**config.mk**
```make
export PLATFORM = sky130hd
export DESIGN_NAME = wb_pwm_multi_flat
export DESIGN_NICKNAME = d
export VERILOG_FILES = /design/src/rtl/wb_pwm_multi_if.sv /design/src/rtl/wb_pwm_multi.sv /design/src/flat_wrapper.sv
export SDC_FILE = /design/constraint.sdc
export NUM_CORES = 1
export LEC_CHECK = 0
export ABC_AREA = 0
export CELL_PAD_IN_SITES_DETAIL_PLACEMENT = 1
export CELL_PAD_IN_SITES_GLOBAL_PLACEMENT = 2
export CORE_MARGIN = 4
export CORE_UTILIZATION = 25
export DETAILED_ROUTE_END_ITERATION = 12
export PLACE_DENSITY = 0.55
export SYNTH_ARGS = -nofsm -noshare
export SYNTH_HDL_FRONTEND = slang
export SYNTH_SLANG_ARGS = --single-unit
```
**constraint.sdc**
```tcl
create_clock -name clk_i -period 4.63 [get_ports clk_i]
set_input_delay 0.463 -clock clk_i [delete_from_list [all_inputs] [get_ports clk_i]]
set_output_delay 0.463 -clock clk_i [all_outputs]
set_load 0.01 [all_outputs]
```
**src/rtl/wb_pwm_multi_if.sv**
```systemverilog
// Pipelined Wishbone slave bundle for wb_pwm_multi; the master drives the
// *_i signals, the slave drives the *_o signals.
interface wb_pwm_multi_if #(
    parameter int unsigned ADDR_W = 7
);
    logic              wb_cyc_i;
    logic              wb_stb_i;
    logic              wb_we_i;
    logic [ADDR_W-1:0] wb_adr_i;
    logic [3:0]        wb_sel_i;
    logic [31:0]       wb_dat_i;
    logic [31:0]       wb_dat_o;
    logic              wb_ack_o;
    logic              wb_stall_o;

    modport slave (
        input  wb_cyc_i, wb_stb_i, wb_we_i, wb_adr_i, wb_sel_i, wb_dat_i,
        output wb_dat_o, wb_ack_o, wb_stall_o
    );

    modport master (
        output wb_cyc_i, wb_stb_i, wb_we_i, wb_adr_i, wb_sel_i, wb_dat_i,
        input  wb_dat_o, wb_ack_o, wb_stall_o
    );
endinterface

```
**src/rtl/wb_pwm_multi.sv**
```systemverilog
// Multi-channel PWM generator behind a pipelined Wishbone slave. Duty and period
// are shadowed and reach the comparators only at period wrap, SYNC_CLR or while disabled.
module wb_pwm_multi #(
    parameter int unsigned CHANNELS = 8,
    parameter int unsigned RES      = 12,
    parameter int unsigned ADDR_W   = 7
) (
    input  logic                clk_i,
    input  logic                rst_i,
    wb_pwm_multi_if.slave       wb,
    output logic [CHANNELS-1:0] pwm_o
);
    localparam int unsigned WordW = ADDR_W - 2;

    typedef logic [RES-1:0] val_t;

    logic                en_q;
    logic [15:0]         prescale_q;
    logic [CHANNELS-1:0] polarity_q;
    val_t                period_sh_q;
    val_t                period_act_q;
    val_t                duty_sh_q  [CHANNELS];
    val_t                duty_act_q [CHANNELS];
    val_t                cnt_q;
    logic [15:0]         psc_q;
    logic                ack_q;
    logic [31:0]         dat_q;

    logic                req;
    logic                wr;
    logic [WordW-1:0]    word;
    logic [31:0]         wmask;
    logic [31:0]         rdata;
    logic                sync_clr;
    logic                tick;
    logic                wrap;
    logic                reload;
    logic [CHANNELS-1:0] pwm_d;
    logic                unused_adr;

    function automatic logic [31:0] merge(input logic [31:0] old_v, input logic [31:0] new_v,
                                          input logic [31:0] mask);
        return (old_v & ~mask) | (new_v & mask);
    endfunction

    assign req        = wb.wb_cyc_i & wb.wb_stb_i;
    assign wr         = req & wb.wb_we_i;
    assign word       = wb.wb_adr_i[ADDR_W-1:2];
    assign unused_adr = ^wb.wb_adr_i[1:0];

    always_comb begin
        for (int i = 0; i < 4; i++) begin
            wmask[8*i +: 8] = {8{wb.wb_sel_i[i]}};
        end
    end

    always_comb begin
        rdata = '0;
        if (word == WordW'(0)) begin
            rdata[0] = en_q;
        end else if (word == WordW'(1)) begin
            rdata[RES-1:0] = period_sh_q;
        end else if (word == WordW'(2)) begin
            rdata[15:0] = prescale_q;
        end else if (word == WordW'(3)) begin
            rdata[CHANNELS-1:0] = polarity_q;
        end else begin
            for (int n = 0; n < CHANNELS; n++) begin
                if (word == WordW'(4 + n)) begin
                    rdata[RES-1:0] = duty_sh_q[n];
                end
            end
        end
    end

    // Register file: shadow values only; the comparators see the *_act copies.
    always_ff @(posedge clk_i) begin
        if (rst_i) begin
            en_q        <= 1'b0;
            prescale_q  <= '0;
            polarity_q  <= '0;
            period_sh_q <= '1;
            for (int n = 0; n < CHANNELS; n++) begin
                duty_sh_q[n] <= '0;
            end
        end else if (wr) begin
            if (word == WordW'(0) && wb.wb_sel_i[0]) begin
                en_q <= wb.wb_dat_i[0];
            end
            if (word == WordW'(1)) begin
                period_sh_q <= RES'(merge(32'(period_sh_q), wb.wb_dat_i, wmask));
            end
            if (word == WordW'(2)) begin
                prescale_q <= 16'(merge(32'(prescale_q), wb.wb_dat_i, wmask));
            end
            if (word == WordW'(3)) begin
                polarity_q <= CHANNELS'(merge(32'(polarity_q), wb.wb_dat_i, wmask));
            end
            for (int n = 0; n < CHANNELS; n++) begin
                if (word == WordW'(4 + n)) begin
                    duty_sh_q[n] <= RES'(merge(32'(duty_sh_q[n]), wb.wb_dat_i, wmask));
                end
            end
        end
    end

    assign sync_clr = wr & (word == WordW'(0)) & wb.wb_sel_i[0] & wb.wb_dat_i[1];
    assign tick     = en_q & (psc_q >= prescale_q);
    assign wrap     = tick & (cnt_q >= period_act_q);
    assign reload   = ~en_q | sync_clr | wrap;

    always_ff @(posedge clk_i) begin
        if (rst_i) begin
            cnt_q <= '0;
            psc_q <= '0;
        end else if (sync_clr || !en_q) begin
            cnt_q <= '0;
            psc_q <= '0;
        end else if (tick) begin
            psc_q <= '0;
            cnt_q <= wrap ? '0 : cnt_q + 1'b1;
        end else begin
            psc_q <= psc_q + 1'b1;
        end
    end

    // Actives sample the shadows before this cycle's write lands (old value wins).
    always_ff @(posedge clk_i) begin
        if (rst_i) begin
            period_act_q <= '1;
            for (int n = 0; n < CHANNELS; n++) begin
                duty_act_q[n] <= '0;
            end
        end else if (reload) begin
            period_act_q <= period_sh_q;
            for (int n = 0; n < CHANNELS; n++) begin
                duty_act_q[n] <= duty_sh_q[n];
            end
        end
    end

    always_comb begin
        pwm_d = polarity_q;
        if (en_q) begin
            for (int n = 0; n < CHANNELS; n++) begin
                pwm_d[n] = (cnt_q < duty_act_q[n]) ^ polarity_q[n];
            end
        end
    end

    always_ff @(posedge clk_i) begin
        if (rst_i) begin
            pwm_o <= '0;
            ack_q <= 1'b0;
            dat_q <= '0;
        end else begin
            pwm_o <= pwm_d;
            ack_q <= req;
            dat_q <= (req && !wb.wb_we_i) ? rdata : '0;
        end
    end

    assign wb.wb_ack_o   = ack_q;
    assign wb.wb_dat_o   = dat_q;
    assign wb.wb_stall_o = 1'b0;
endmodule

```
**src/flat_wrapper.sv**
```systemverilog
// flat-port wrapper written by rule: the top's interface ports become plain ports
module wb_pwm_multi_flat 
#(
    parameter int unsigned CHANNELS = 8,
    parameter int unsigned RES      = 12,
    parameter int unsigned ADDR_W   = 7
)
  (clk_i, rst_i, pwm_o, wb_wb_cyc_i, wb_wb_stb_i, wb_wb_we_i, wb_wb_adr_i, wb_wb_sel_i, wb_wb_dat_i, wb_wb_dat_o, wb_wb_ack_o, wb_wb_stall_o);
  wb_pwm_multi_if #(.ADDR_W(ADDR_W)) wb_i ();
  input  logic clk_i;
  input  logic rst_i;
  output logic [CHANNELS-1:0] pwm_o;
  input wire logic [$bits(wb_i.wb_cyc_i)-1:0] wb_wb_cyc_i;
  input wire logic [$bits(wb_i.wb_stb_i)-1:0] wb_wb_stb_i;
  input wire logic [$bits(wb_i.wb_we_i)-1:0] wb_wb_we_i;
  input wire logic [$bits(wb_i.wb_adr_i)-1:0] wb_wb_adr_i;
  input wire logic [$bits(wb_i.wb_sel_i)-1:0] wb_wb_sel_i;
  input wire logic [$bits(wb_i.wb_dat_i)-1:0] wb_wb_dat_i;
  output wire logic [$bits(wb_i.wb_dat_o)-1:0] wb_wb_dat_o;
  output wire logic [$bits(wb_i.wb_ack_o)-1:0] wb_wb_ack_o;
  output wire logic [$bits(wb_i.wb_stall_o)-1:0] wb_wb_stall_o;
  assign wb_i.wb_cyc_i = wb_wb_cyc_i;
  assign wb_i.wb_stb_i = wb_wb_stb_i;
  assign wb_i.wb_we_i = wb_wb_we_i;
  assign wb_i.wb_adr_i = wb_wb_adr_i;
  assign wb_i.wb_sel_i = wb_wb_sel_i;
  assign wb_i.wb_dat_i = wb_wb_dat_i;
  assign wb_wb_dat_o = wb_i.wb_dat_o;
  assign wb_wb_ack_o = wb_i.wb_ack_o;
  assign wb_wb_stall_o = wb_i.wb_stall_o;
  wb_pwm_multi #(.CHANNELS(CHANNELS), .RES(RES), .ADDR_W(ADDR_W)) u_core (.clk_i(clk_i), .rst_i(rst_i), .wb(wb_i), .pwm_o(pwm_o));
endmodule
```
# Yosys cells after proc, flatten, opt, wreduce, memory -nomap -nowiden
# Memory sizes are Yosys's and may differ from the RTL's.
# Index checks and enable logic that the tools add are counted.
# classes
n_lt_le_gt_ge	10
n_bitwise	60
n_reduce_logical	15
n_eq_ne	11
n_addsub	2
mux	68
# op_table
cell	count
$mux W12	27
$and A12 B12 Y12	9
$or A12 B12 Y12	9
$lt A12 B12 Y1	8
$mux W1	38
$and A16 B16 Y16	2
$eq A5 B3 Y1 const B	4
$eq A5 B4 Y1 const B	4
$or A1 B1 Y1	18
$add A16 B1 Y16 const B	1
$ge A16 B16 Y1	1
$mux W8	2
$not A16 Y16	1
$or A16 B16 Y16	1
$add A12 B1 Y12 const B	1
$ge A12 B12 Y1	1
$eq A5 B2 Y1 const B	2
$and A8 B8 Y8	1
$or A8 B8 Y8	1
$reduce_and A2 Y1	4
$xor A1 B1 Y1	8
$and A1 B1 Y1	7
$reduce_or A3 Y1	2
$eq A5 B1 Y1 const B	1
other kinds (8)	13
# totals
ramBits	192
register_bits	118
inputBits	48
word_cells	181
memories	2
# memory_table
memory	words	width	read_ports	rd_clocked_by_memory_dff	wr	line_no	text
u_core.duty_act_q	8	12	8	0	8	wb_pwm_multi.sv:23	val_t duty_act_q [CHANNELS];
u_core.duty_sh_q	8	12	8	0	8	wb_pwm_multi.sv:22	val_t duty_sh_q [CHANNELS];

# Longest topological paths before layout
# depth
word_depth	13
ltp_mapped	11

# Worst setup path after synthesis
# Ideal clock, no wire load.
# synth_path
path_type	register to register
from	register u_core.cnt_q[0]
to	memory u_core.duty_act_q[0][0] in the netlist's numbering (enable)
setup_time_ns	0.414
setup_slack_ns	1.377
t_arrival_ns	2.839
path_buffers	2
stages_incl_launch_ff	10
synth_period_minus_slack_ns	3.253
cell_sequence	dfxtp_1 clkbuf_1 inv_1 ha_1 nand2b_1 a31oi_1 o21ai_0 a221oi_2 o21ai_0 buf_2
# synth_rtl
element	line_no	text
start: declaration	wb_pwm_multi.sv:24	val_t cnt_q;
start signal: assignment	wb_pwm_multi.sv:121	cnt_q <= wrap ? '0 : cnt_q + 1'b1;
end: declaration	wb_pwm_multi.sv:23	

==> run_results.csv <==
group,metric,value,unit
outcome,status,"completed",
place,gp_congestion,0.7839,
clocking,post-cts-setup-buffers,0,
floorplanning,fp.dieW,260.8,um
yosys,async_flop_share,0,%
cells_and_area,drive_gt1_share,5.957,%
yosys,syn_inst,1567,
worst_setup_path,crit_buf_inv,2,
clocking,cts_hold_buf,0,
worst_setup_path,r2r-start,"u_core.cnt_q[0]",
place,port_buffers,52,
sta,period_needed,3537,ps
routing,avgViaCountPerCell,4.822,
routing,wire_per_inst,23.01,um
pwr,powerDensity,332.3,nW/um^2
worst_setup_path,required,4880,ps
sta,final-hold-violation-count,0,
worst_setup_path,cp_slowest_cell,"dfxtp_1",
cells_and_area,register_area,7807,um^2
sta,rsz0062_at_grt,"false",
global_routing,track_usage,16.81,%
routing,vias,12010,
clocking,cts_resized,0,
cells_and_area,insertedDiodeCount,0,
floorplanning,num_io_pins,90,
clocking,htreeDepth,2,
pwr,ir_drop,0.1912,mV
yosys,synth.area.top_cells,"edfxtp_1 36%, dfxtp_1 13%, ha_1 9.2%",
place,dpl_cell_area,17400,um^2
worst_setup_path,critPathKind,"reg2reg",
floorplanning,coreArea,63200,um^2
cells_and_area,multi_input_area,7303,um^2
global_routing,grt_antenna_before_repair,3,
worst_setup_path,start_kind,"flop",
global_routing,grt_start_max_net_pins,108,
sta,slew_headroom,37.91,%
sta,fin_setup_tns,0,ps
clocking,cts_buffers,39,
yosys,syn_area,15980,um^2
cells_and_area,final_common_cell,"edfxtp_1",
cells_and_area,fin_nets,1782,
sta,period_share,76.39,%
place,hpwlAfterDp,40.98,mm
cells_and_area,nFillCells,7092,
clocking,clock_sinks,294,
global_routing,overflow,0,
clocking,clock_latency,550,ps
floorplanning,fp-row-count,92,
worst_setup_path,crit_arrival,3780,ps
clocking,cts_root_buffer,"clkbuf_16",
worst_setup_path,critPathMaxFanout,46,
routing,dr.pass1.iters,5,
clocking,clk_path_buf_depth,3,
worst_hold_path,worstHoldStart,"rst_i",
worst_setup_path,worstPathCellList,"inv_1 -> ha_1 -> nand2b_1 -> a31oi_1 -> o21ai_0 -> a221oi_2 -> o21a_4 -> buf_4 -> nor3b_1",
yosys,ys_ff_latch,294,
cells_and_area,final_cell_mix,"192 x edfxtp_1, 126 x inv_1, 125 x a21oi_1, 119 x nor2_1, 118 x ha_1",
yosys,synth.yosys.seq_area_share,48.86,%
routing,drt_wl_total,57.32,mm
routing,route.detailed.drc,0,
global_routing,grt_pass1_vias,12400,
routing,drtAntennaViolNets,0,
worst_setup_path,cp-startpoint,"u_core.cnt_q[0]",
cells_and_area,fin_util,29.42,%
floorplanning,die_area,68020,um^2
flow_run,cap_violations,0,
clocking,clk_pin_slew,60,ps
yosys,ys_types,60,
floorplanning,initial_core_util,25.29,%
yosys,synth-edff-count,192,
global_routing,grt_pass1_wl,84.90,mm
sta,setup_viol,0,
pwr,p_total,6.177,mW
sta,worst_slew_pin_slew,931.3,ps
yosys,synth_area_per_cell,10.20,um^2
worst_setup_path,cp_top_family,"compound AO/OA/AOI/OAI gates",
cells_and_area,final_area,18590,um^2
cells_and_area,area_growth,16.33,%
yosys,synth_area_leader_cell,"edfxtp_1",
clocking,cts_tree,"built",
yosys,synth_ff_type,"edfxtp_1",
sta,holdWs,344.4,ps
sta,drv_slew,0,
worst_setup_path,end_kind,"flop",
yosys,synth_top_cell_area_share,36.08,%
yosys,ys.warnings.count,0,
pwr,p_leak,7.037,nW
worst_hold_path,hp-class,"in2reg",
sta,fmaxAchievable,282.7,MHz
sta,clock-skew-final,16.31,ps
worst_setup_path,max_stage_delay,800,ps
floorplanning,die_h,260.8,um
routing,drt_iter0_markers,820,
cell type report:
class                      instances  share of cell area, %
clock buffer                      61                  6.199
clock inverter                     9                 0.2154
inverter                         126                  2.544
multi-input combinational       1073                  39.29
sequential                       294                  42.00
tap                              846                  5.694
timing repair buffer              82                  4.059
path summary, 6_finish.rpt:
check | cells past startpoint | slack (ps) | endpoint
worst max-delay path | 9 | 1090 | u_core.duty_act_q[1][23]
worst min-delay path | 2 | 340 | flop
worst max register to register | 9 | 1090 | u_core.duty_act_q[1][23]
worst min register to register | 1 | 510 | u_core.psc_q[0]
power breakdown:
group / internal (mW) / switching, mW / total, mW
logic: 0.128 / 0.245 / 0.373
registers: 2.86 / 0.0503 / 2.91
clock network: 1.70 / 1.19 / 2.89
cells by family (layout without fill, tap and decap cells):
| family | Yosys count | in the layout | share of synthesized area (%) |
|---|---|---|---|
| simple gates | 567 | 567 | 19.38 |
| xor+xnor | 15 | 15 | 0.8222 |
| flops | 294 | 294 | 48.86 |
| mux | 66 | 66 | 4.150 |
| buf+inv | 216 | 278 | 5.928 |
| compound gates | 290 | 290 | 11.60 |
| fa+ha+maj | 118 | 118 | 9.240 |
| other cells | 1 | 17 | 0.02347 |
metrics by stage:
| step | worst slack, ps | cells |
|---|---|---|
| finish | 1093 | 2491 |
| global route | 919.0 | 2491 |
| CTS | 1046 | 2491 |
| detailed placement | 1081 | 2421 |
| global placement | 1167 | 2421 |
| floorplan | 1377 | 1583 |
synth_stat cells, drive strengths merged (15+ instances only):
library cell,number
edfxtp,192
inv,126
a21oi,125
nor2,124
ha,118
nand2,117
nand2b,107
dfxtp,102
nor3b,71
mux2i,64
clkbuf,50
buf,40
o21ai,39
a21o,28
nor3,28
nor2b,25
nand3,22
a22oi,17
and3,15
routing by layer:
metal	GRT usage, %	share of wire (%)
met4	5.308	2.7
met1	23.76	48
met5	0	0.024
met2	26.58	45
met3	2.358	4.3
Note: power is estimated with default switching activity, not from simulation.
